[config.mk]
export PLATFORM = sky130hd
export DESIGN_NAME = cdb_arbiter
export DESIGN_NICKNAME = d
export VERILOG_FILES = /design/src/rtl/cdb_pkg.sv /design/src/rtl/rr_picker.sv /design/src/rtl/cdb_arbiter.sv
export SDC_FILE = /design/constraint.sdc
export NUM_CORES = 1
export LEC_CHECK = 0
export BUFFER_PORTS_ARGS = -buffer_cell sky130_fd_sc_hd__buf_2
export CAP_MARGIN = 20
export CORE_ASPECT_RATIO = 0.75
export CORE_UTILIZATION = 41
export DETAILED_ROUTE_END_ITERATION = 7
export PLACE_DENSITY = 0.81
export RECOVER_POWER = 100
export SYNTH_ARGS = -nofsm -noshare
export SYNTH_HDL_FRONTEND = slang
export SYNTH_SLANG_ARGS = --single-unit
[constraint.sdc]
create_clock -name clk -period 2.5 [get_ports clk]
set_input_delay 0.5 -clock clk [delete_from_list [all_inputs] [get_ports clk]]
set_output_delay 0.5 -clock clk [all_outputs]
set_load 0.02 [all_outputs]
[src/rtl/cdb_pkg.sv]
// rtl/cdb_pkg.sv - shared common-data-bus widths, the no-producer tag and the bus record
package cdb_pkg;

    localparam int TAG_W  = 4;
    localparam int DATA_W = 32;

    // Tag value meaning "no producer"; a request carrying it is never broadcast.
    localparam int NO_TAG = 0;

    // One broadcast as seen by reservation stations and the register status table.
    typedef struct packed {
        logic              valid;
        logic [TAG_W-1:0]  tag;
        logic [DATA_W-1:0] data;
    } cdb_bus_t;

endpackage

[src/rtl/rr_picker.sv]
// rtl/rr_picker.sv - combinational round-robin picker: first eligible index at or after rr_ptr
module rr_picker #(
    parameter int NUM_SRC = 4,
    parameter int PTR_W   = (NUM_SRC > 1) ? $clog2(NUM_SRC) : 1
) (
    input  logic [NUM_SRC-1:0] eligible,
    input  logic [PTR_W-1:0]   rr_ptr,
    output logic [PTR_W-1:0]   winner,
    output logic               found
);

    logic [PTR_W:0]   idx_w;
    logic [PTR_W-1:0] sel;

    // Scan offsets from farthest to nearest so the nearest eligible index is the last one written.
    always_comb begin
        winner = '0;
        found  = 1'b0;
        idx_w  = '0;
        sel    = '0;
        for (int off = NUM_SRC - 1; off >= 0; off--) begin
            idx_w = {1'b0, rr_ptr} + (PTR_W + 1)'(off);
            if (idx_w >= (PTR_W + 1)'(NUM_SRC)) begin
                idx_w = idx_w - (PTR_W + 1)'(NUM_SRC);
            end
            sel = idx_w[PTR_W-1:0];
            if (eligible[sel]) begin
                winner = sel;
                found  = 1'b1;
            end
        end
    end

endmodule

[src/rtl/cdb_arbiter.sv]
// rtl/cdb_arbiter.sv - round-robin common data bus broadcaster; CDB_PERF_EN adds conflict_cnt
module cdb_arbiter
    import cdb_pkg::*;
#(
    parameter int NUM_SRC = 4,
    parameter int TAG_W   = cdb_pkg::TAG_W,
    parameter int DATA_W  = cdb_pkg::DATA_W
) (
    input  logic                      clk,
    input  logic                      rst_n,
    input  logic [NUM_SRC-1:0]        src_valid,
    input  logic [NUM_SRC*TAG_W-1:0]  src_tag,
    input  logic [NUM_SRC*DATA_W-1:0] src_data,
    output logic [NUM_SRC-1:0]        src_grant,
    output logic                      cdb_valid,
    output logic [TAG_W-1:0]          cdb_tag,
`ifdef CDB_PERF_EN
    output logic [DATA_W-1:0]         cdb_data,
    output logic [15:0]               conflict_cnt
`else
    output logic [DATA_W-1:0]         cdb_data
`endif
);

    localparam int PTR_W = (NUM_SRC > 1) ? $clog2(NUM_SRC) : 1;

    logic [NUM_SRC-1:0] eligible;
    logic [PTR_W-1:0]   rr_ptr;
    logic [PTR_W-1:0]   winner;
    logic               found;

    // A source is masked for the cycle after its grant (src_grant is the last-grant mask),
    // because it still holds valid until the edge after it sees its own tag.
    always_comb begin
        eligible = '0;
        for (int i = 0; i < NUM_SRC; i++) begin
            eligible[i] = src_valid[i]
                        && (src_tag[i*TAG_W +: TAG_W] != TAG_W'(NO_TAG))
                        && !src_grant[i];
        end
    end

    rr_picker #(
        .NUM_SRC (NUM_SRC),
        .PTR_W   (PTR_W)
    ) u_picker (
        .eligible (eligible),
        .rr_ptr   (rr_ptr),
        .winner   (winner),
        .found    (found)
    );

    // Register the winner onto the bus and advance the pointer past it; tag/data hold when idle.
    always_ff @(posedge clk) begin
        if (!rst_n) begin
            cdb_valid <= 1'b0;
            cdb_tag   <= '0;
            cdb_data  <= '0;
            src_grant <= '0;
            rr_ptr    <= '0;
        end else if (found) begin
            cdb_valid <= 1'b1;
            cdb_tag   <= src_tag[int'(winner)*TAG_W +: TAG_W];
            cdb_data  <= src_data[int'(winner)*DATA_W +: DATA_W];
            src_grant <= NUM_SRC'(1) << winner;
            rr_ptr    <= (winner == PTR_W'(NUM_SRC - 1)) ? '0 : winner + 1'b1;
        end else begin
            cdb_valid <= 1'b0;
            src_grant <= '0;
        end
    end

`ifdef CDB_PERF_EN
    logic [3:0] elig_cnt;

    // Number of sources competing this cycle.
    always_comb begin
        elig_cnt = '0;
        for (int i = 0; i < NUM_SRC; i++) begin
            elig_cnt = elig_cnt + 4'(eligible[i]);
        end
    end

    // Saturating count of cycles where at least one eligible source lost arbitration.
    always_ff @(posedge clk) begin
        if (!rst_n) begin
            conflict_cnt <= '0;
        end else if ((elig_cnt >= 4'd2) && (conflict_cnt != 16'hFFFF)) begin
            conflict_cnt <= conflict_cnt + 16'd1;
        end
    end
`endif

endmodule

Word level (Yosys, flattened, before mapping)
Cells that the tools add are included.
Widths: inputs -> output; s select.
{"block": "op_classes", "add_sub_neg": 8, "order_cmp": 8, "eq_ne": 1, "shift": 3, "mux": 22, "n_reduce_logical": 17}
{"op": "$shiftx 128x8->32", "count": 1}
{"op": "$mux 2", "count": 9}
{"op": "$reduce_bool 4->1", "count": 4}
{"op": "$shiftx 16x5->4", "count": 1}
{"op": "$lt 2x3->1 const B", "count": 4}
{"op": "$ge 3x3->1 const B", "count": 3}
{"op": "$mux 1", "count": 9}
{"op": "$bmux 1 s2", "count": 4}
{"op": "$logic_and 1x1->1", "count": 8}
{"op": "$sub 2x1->2 const B", "count": 4}
{"op": "$add 2x2->3 const B", "count": 2}
{"op": "$logic_not 1->1", "count": 4}
{"op": "$shl 1x2->4 const A", "count": 1}
{"op": "$add 2x1->3 const B", "count": 1}
{"op": "$ge 2x3->1 const B", "count": 1}
{"op": "$add 2x1->2 const B", "count": 1}
{"op": "$eq 2x2->1 const B", "count": 1}
{"op": "$reduce_and 2->1", "count": 1}
{"block": "word_totals", "ff_bits": 43, "input_bits": 150, "output_inout_bits": 41, "wordCells": 64}

Logic depth before layout (Yosys ltp)
Gate-level depths: netlist of the first run.
{"block": "depth", "ltp_word": 11, "ltp_mapped": 9}

Hierarchy
A second synthesis of the first run with hierarchy kept.
{"block": "hier_totals", "cells_unflattened": 248, "area_unflattened_um2": 2534.9}
{"mod": "cdb_arbiter", "instances": 1, "cells_each": 235, "area_per_inst_um2": 2457.4, "seq_area_each_um2": 860.8}
{"mod": "rr_picker", "instances": 1, "cells_each": 13, "area_per_inst_um2": 77.6, "seq_area_each_um2": 0.0}

Worst setup path before layout of the first run
No wires, ideal clock.
{"block": "synth_timing", "kind": "input-to-reg", "start": "input src_tag[8]", "end": "register cdb_data[13]", "setup_time_ps": 86, "arrival_ps": 2076, "t_required_ps": 2414, "path_slack_ps": 338, "stages": 9, "n_path_buf": 3, "cell_sequence": "or4_4 nand3b_4 a211oi_2 o22a_1 buf_4 buf_6 buf_8 mux2i_1 a221oi_2"}
{"block": "synth_between", "elab_chain_len": 10, "word_cells_on_any_way": 20, "cone_classes": "shift (1); mux (16); reduce/logical (3)"}
{"item": "start, declared", "line": "cdb_arbiter.sv:12", "rtl": "input logic [NUM_SRC*TAG_W-1:0] src_tag,"}
{"item": "$reduce_bool 4->1 *", "line": "cdb_arbiter.sv:38", "rtl": "&& (src_tag[i*TAG_W +: TAG_W] != TAG_W'(NO_TAG))"}
{"item": "$logic_and 1x1->1 *", "line": "cdb_arbiter.sv:38"}
{"item": "$logic_and 1x1->1 *", "line": "cdb_arbiter.sv:39", "rtl": "&& !src_grant[i];"}
{"item": "$bmux 1 s2", "line": "rr_picker.sv:27", "rtl": "if (eligible[sel]) begin"}
{"item": "$mux 1 (not written as such)", "line": "rr_picker.sv:27"}
{"item": "$mux 2 (4 in series)", "line": "rr_picker.sv:27"}
{"item": "$shiftx 128x8->32", "line": "cdb_arbiter.sv:64", "rtl": "cdb_data <= src_data[int'(winner)*DATA_W +: DATA_W];"}
{"item": "end signal, assigned", "line": "cdb_arbiter.sv:64"}
{"item": "end, declared", "line": "cdb_arbiter.sv:21", "rtl": "output logic [DATA_W-1:0] cdb_data"}
Every way passes the cells marked *; elsewhere a longest branch is shown, timed or not. The select of a mux whose other input is x is not followed.
A chain may end at the register's enable or synchronous reset.

Final worst setup path of the first run
{"block": "layout_timing", "start": "input src_tag[0]", "end": "register cdb_data[0]"}
The elaborated chain is that of the path after synthesis.

==> flow_summary.toml, run 1 <==
[synth]
async_flop_share = 0
yosysWarnings = 0
synth_nets = 397
ys_types = 37
synth_ff_type = "dfxtp_1"
synth_area_leaders = "dfxtp_1 34%, mux2i_1 28%, a221oi_2 7.0%"
synth.top_cell.area_share = 0.335
yosysSeqAreaShare = 0.335
synthCells = 247
synth_edf_count = 0
synth-seq-cells = 43
yosysTopAreaCell = "dfxtp_1"
syn_area_sq_um = 2570
syn_area_per_cell_sq_um = 10.4

[cts]
cts_setup_buffers = 0
clk_latency_ns = 0.29
cts_buffers = 5
cts_hold_buf = 0
cts_root_buffer = "clkbuf_8"
cts.sinks = 43
path_clk_slew_ns = 0.08
htree_levels = 2
postCtsResizedCells = 0
clk_path_buf_depth = 2
cts_tree = "done"

[layout]
synthToLayoutAreaGrowth_pct = 39.6
final_cells = 512
drive_gt1_frac = 0.408
utilization = 0.606
insertedDiodeCount = 0
layout.cells.most_common = "buf_2"
final_cell_mix = "147 x buf_2, 72 x mux2i_1, 44 x clkbuf_1"
nNetsFinal = 584

[global_routing]
grt_pass1_vias = 2805
grt_use_total = 0.239
grt.overflow.total = 0
grt_first_pass_wirelength_um = 12500
grt_max_degree = 36
antenna_found_initial = 0

[place]
place_congestion = 0.815
dp_hpwl_um = 6320
dp_cells = 505
io_buffers = 190

[timing]
clock_skew_ns = 0.00403
hold_viol_final = 0
worstMarginPinSlew_ns = 0.595
period_share = 0.874
setup_viol = 0
holdWs_ns = 0.494
max_freq_mhz = 457
rsz0062_at_grt = "no"
final.setup.tns_ns = 0
max_slew_margin = 0.604
period_minus_slack_ns = 2.19
slew_violations = 0

[worst_setup_path]
worstReg2RegEnd = "cdb_data[25]"
slowest_delay_ns = 0.40
crit_type = "primary input to flip-flop"
r2r_setup_slack_ns = 0.39
reg2reg_depth = 6
crit_start = "src_tag[0]"
r2r-start = "src_grant[3]"
cp-start-kind = "primary input"
crit_path_top_delay_cell = "nor4_2"
timing.critical_path.buf_inv = 2
cp.required_ns = 2.66
crit_path_end_kind = "flip-flop"
cp_top_family = "compound AO/OA/AOI/OAI gates"
crit_chain = "clkbuf_1 > nor4_2 > nor3_1 > a211oi_1 > o22a_4 > buf_12 > mux2i_1 > o221ai_1"
arrival_ns = 2.35
path_max_fanout = 35

[min_path]
holdPathEnd = "cdb_data[11]"
hold_path_startpoint = "src_data[43]"
hold_path_depth = 3
hp-class = "primary input to flip-flop"

[pwr]
p_total_mw = 3.46
ir_worst_vdd_v = 0.000424
p_per_area_nw_per_um2 = 966
leakage_nw = 1.65

[route]
vias = 2814
viasPerCell = 5.50
post_drt_wl_per_cell_um = 15.7
dr.pass1.iters = 4
ant_nets = 0
wirelength_um = 8020
drt_iter0_drc = 93
drcViolationCount = 0

[floorplan]
die_h_um = 70.6
dieArea_sq_um = 6590
rows = 24
core_sq_um = 5920
ios = 191
start_util = 0.434
chipWidth_um = 93.4

[outcome]
status = "finished clean"

[run]
cap_violations = 0
power by group:
| group | switching (mW) | internal [mW] |
|---|---|---|
| combinational | 1.12 | 0.817 |
| clock | 0.239 | 0.217 |
| sequential | 0.144 | 0.926 |
worst max-delay path by stage:
stage                               to  slack [ns]  depth (start not counted)
after floorplan           cdb_data[13]        0.34                          9
after global placement    cdb_data[10]        0.13                          7
after detailed placement   cdb_data[1]       0.006                          7
after CTS                  cdb_data[1]        0.32                          7
after global routing        cdb_tag[1]        0.12                          8
final                      cdb_data[0]        0.31                          8
worst reg2reg max path, delay by kind of cell, from the launching register on:
| kind | cells | cell delay [ns] |
|---|---|---|
| AO/OA/AOI/OAI | 3 | 0.84 |
| buffers and inverters | 1 | 0.25 |
| flip-flops | 1 | 0.34 |
| AND/OR/NAND/NOR | 2 | 0.58 |
synthesized netlist by cell type (2+ instances only):
library cell and n:
buf_8 2, nor4_1 2, dfxtp_1 43, buf_2 5
buf_4 6, a221oi_2 12, clkbuf_1 8, nor3b_1 2
nand2_1 2, buf_6 3, o221ai_1 13, mux2i_1 72
nor2_1 7, a221oi_1 12, nand3_1 13, inv_1 2
o21ai_0 23
logic make-up after synthesis:
family / count (synthesis) / share of synthesized area
mux: 72 / 0.281
compound gates: 66 / 0.220
flops: 43 / 0.335
simple gates: 39 / 0.0945
buf+inv: 26 / 0.0667
xor+xnor: 1 / 0.00341
metal layers:
metal	vias up	share of wire	track usage
met5	-	0	0
met2	140	0.52	0.443
met1	1321	0.39	0.270
met4	0	0.0097	0.0598
li1	1343	-	-
met3	10	0.085	0.0667
registers in the layout (all words and copies together) (netlist names):
name	count
rr_ptr	2
cdb_data	32
cdb_valid	1
cdb_tag	4
src_grant	4
cell type report:
type	count	area, sq um
fill	553	2330
multi-input combinational	178	1490
timing repair buffer	204	1050
sequential	43	861
tap	78	97.6
clock buffer	6	82.6
inverter	2	7.51
clock inverter	1	5.00
through the flow:
step / setup WS [ns] / area (sq um)
2_1_floorplan: 0.338 / 2570
3_3_place_gp: 0.130 / 3630
3_5_place_dp: 0.00632 / 3630
4_1_cts: 0.317 / 3710
5_1_grt: 0.118 / 3580
6_report: 0.314 / 3580
Note: power is estimated with default switching activity, not from simulation.
==> run 2, diff against run 1 <==
CORE_UTILIZATION = 40   (was 41)
PLACE_DENSITY = 0.8   (was 0.81)
SYNTH_HIERARCHICAL = 1   (was default)
==> flow_summary.toml, run 2 <==
[layout]
utilization = 0.606
final_cells = 512
final_cell_mix = "148 x buf_2, 74 x mux2i_1, 45 x clkbuf_1"
nNetsFinal = 586
regMostFlops = "cdb_data"
layout.cells.most_common = "buf_2"
reg_top3 = "cdb_data (32), cdb_tag (4), src_grant (4)"
largest_reg_flops = 32
drive_gt1_frac = 0.385
synthToLayoutAreaGrowth_pct = 42.8
insertedDiodeCount = 0

[place]
io_buffers = 190
place_congestion = 0.814
dp_hpwl_um = 6110
dp_cells = 506

[synth]
yosysTopAreaCell = "dfxtp_1"
synth-seq-cells = 43
syn_area_sq_um = 2530
async_flop_share = 0
synth_nets = 399
synth_common_cells = "74 x mux2i_1, 43 x dfxtp_1, 37 x nand3b_1, 36 x o221ai_1, 13 x buf_2"
syn_area_per_cell_sq_um = 10.2
synth_edf_count = 0
yosysWarnings = 6
ys_types = 22
synth.top_cell.area_share = 0.340
synth_area_leaders = "dfxtp_1 34%, mux2i_1 29%, o221ai_1 12%"
synth_ff_type = "dfxtp_1"
synthCells = 248
yosysMostFrequentCell = "mux2i_1"
yosysSeqAreaShare = 0.340

[cts]
htree_levels = 2
cts.sinks = 43
cts_root_buffer = "clkbuf_8"
clk_path_buf_depth = 2
cts_buffers = 5
cts_hold_buf = 0
cts_setup_buffers = 0
path_clk_slew_ns = 0.08
clk_latency_ns = 0.29
postCtsResizedCells = 0
cts_tree = "done"

[global_routing]
grt.overflow.total = 0
grt_pass1_vias = 2661
grt_max_degree = 32
antenna_found_initial = 0
grt_use_total = 0.236
grt_first_pass_wirelength_um = 12300

[pwr]
ir_worst_vdd_v = 0.000514
p_per_area_nw_per_um2 = 884
leakage_nw = 1.68

[worst_setup_path]
r2r-start = "src_grant[3]"
r2r_setup_slack_ns = 0.28
worstReg2RegEnd = "cdb_data[20]"
reg2reg_depth = 6
arrival_ns = 2.39
cp.required_ns = 2.64
path_max_fanout = 22
cp-start-kind = "primary input"
crit_type = "primary input to flip-flop"
crit_path_end_kind = "flip-flop"

[min_path]
hold_path_startpoint = "cdb_data[18]"
hold_path_depth = 2
hp-class = "flip-flop to flip-flop"
holdPathEnd = "cdb_data[18]"

[timing]
max_slew_margin = 0.645
rsz0062_at_grt = "no"
slew_violations = 0
setup_viol = 0
period_minus_slack_ns = 2.25
worstMarginPinSlew_ns = 0.533
clock_skew_ns = 0.00482
hold_viol_final = 0
period_share = 0.899
max_freq_mhz = 445

[floorplan]
chipWidth_um = 93.9
die_h_um = 70.9
dieArea_sq_um = 6660
rows = 24
core_sq_um = 5980
start_util = 0.424
ios = 191

[route]
drcViolationCount = 0
post_drt_wl_per_cell_um = 15.4
vias = 2700
viasPerCell = 5.27
drt_iter0_drc = 46
wirelength_um = 7900
dr.pass1.iters = 4
ant_nets = 0

[outcome]
status = "finished clean"

[run]
cap_violations = 0
run 2: area by class of cell:
type	count	area [sq um]
tap	78	97.6
fill	555	2360
clock buffer	6	72.6
timing repair buffer	205	1050
multi-input combinational	178	1530
sequential	43	861
inverter	2	7.51
run 2: metal layers:
| layer | vias to the layer above | global-route usage | part of all wire |
|---|---|---|---|
| met5 | - | 0 | 0 |
| met4 | 0 | 0.0581 | 0.012 |
| met3 | 8 | 0.0581 | 0.075 |
| met2 | 119 | 0.448 | 0.50 |
| met1 | 1243 | 0.263 | 0.41 |
| li1 | 1330 | - | - |
run 2: how the worst max path moves through the flow:
stage | startpoint | end | cells after the start
after floorplan | src_tag[14] | cdb_data[0] | 9
after global placement | src_tag[15] | cdb_tag[3] | 9
after detailed placement | src_tag[15] | cdb_data[11] | 9
after CTS | src_tag[15] | cdb_data[11] | 9
after global routing | src_tag[15] | cdb_data[14] | 8
final | src_tag[7] | cdb_data[27] | 9
run 2: cells by family after synthesis:
logic type | after synthesis | synth area share
multiplexers | 74 | 0.292
AND/OR/NAND/NOR | 63 | 0.166
flip-flops | 43 | 0.340
AO/OA/AOI/OAI | 40 | 0.136
buffers and inverters | 27 | 0.0612
adder cells (fa/ha/maj) | 1 | 0.00494
run 2: through the flow:
stage	hold slack [ns]	area (sq um)	setup slack, ns	setup TNS, ns	power (mW)
after floorplan	0.475	2530	0.394	0	2.28
after global routing	0.513	3620	0.0881	0	3.42
after CTS	0.499	3690	0.314	0	3.31
after detailed placement	0.477	3620	-0.00306	-0.00847	2.90
final	0.498	3620	0.254	0	3.20
after global placement	0.469	3620	0.0750	0	2.85
run 2: worst max-delay path, stage by stage:
cell	delay, ns
clkbuf_1	0.09
nor4_1	0.30
nor3b_1	0.14
nor3b_1	0.26
a211oi_1	0.09
nor2_1	0.20
nand3b_1	0.16
clkbuf_2	0.44
o221ai_1	0.19
run 2: report_power, final:
group | leakage (nW) | switching (mW) | internal, mW
Sequential | 0.357 | 0.136 | 0.921
Combinational | 1.28 | 0.976 | 0.761
Clock | 0.0371 | 0.220 | 0.187
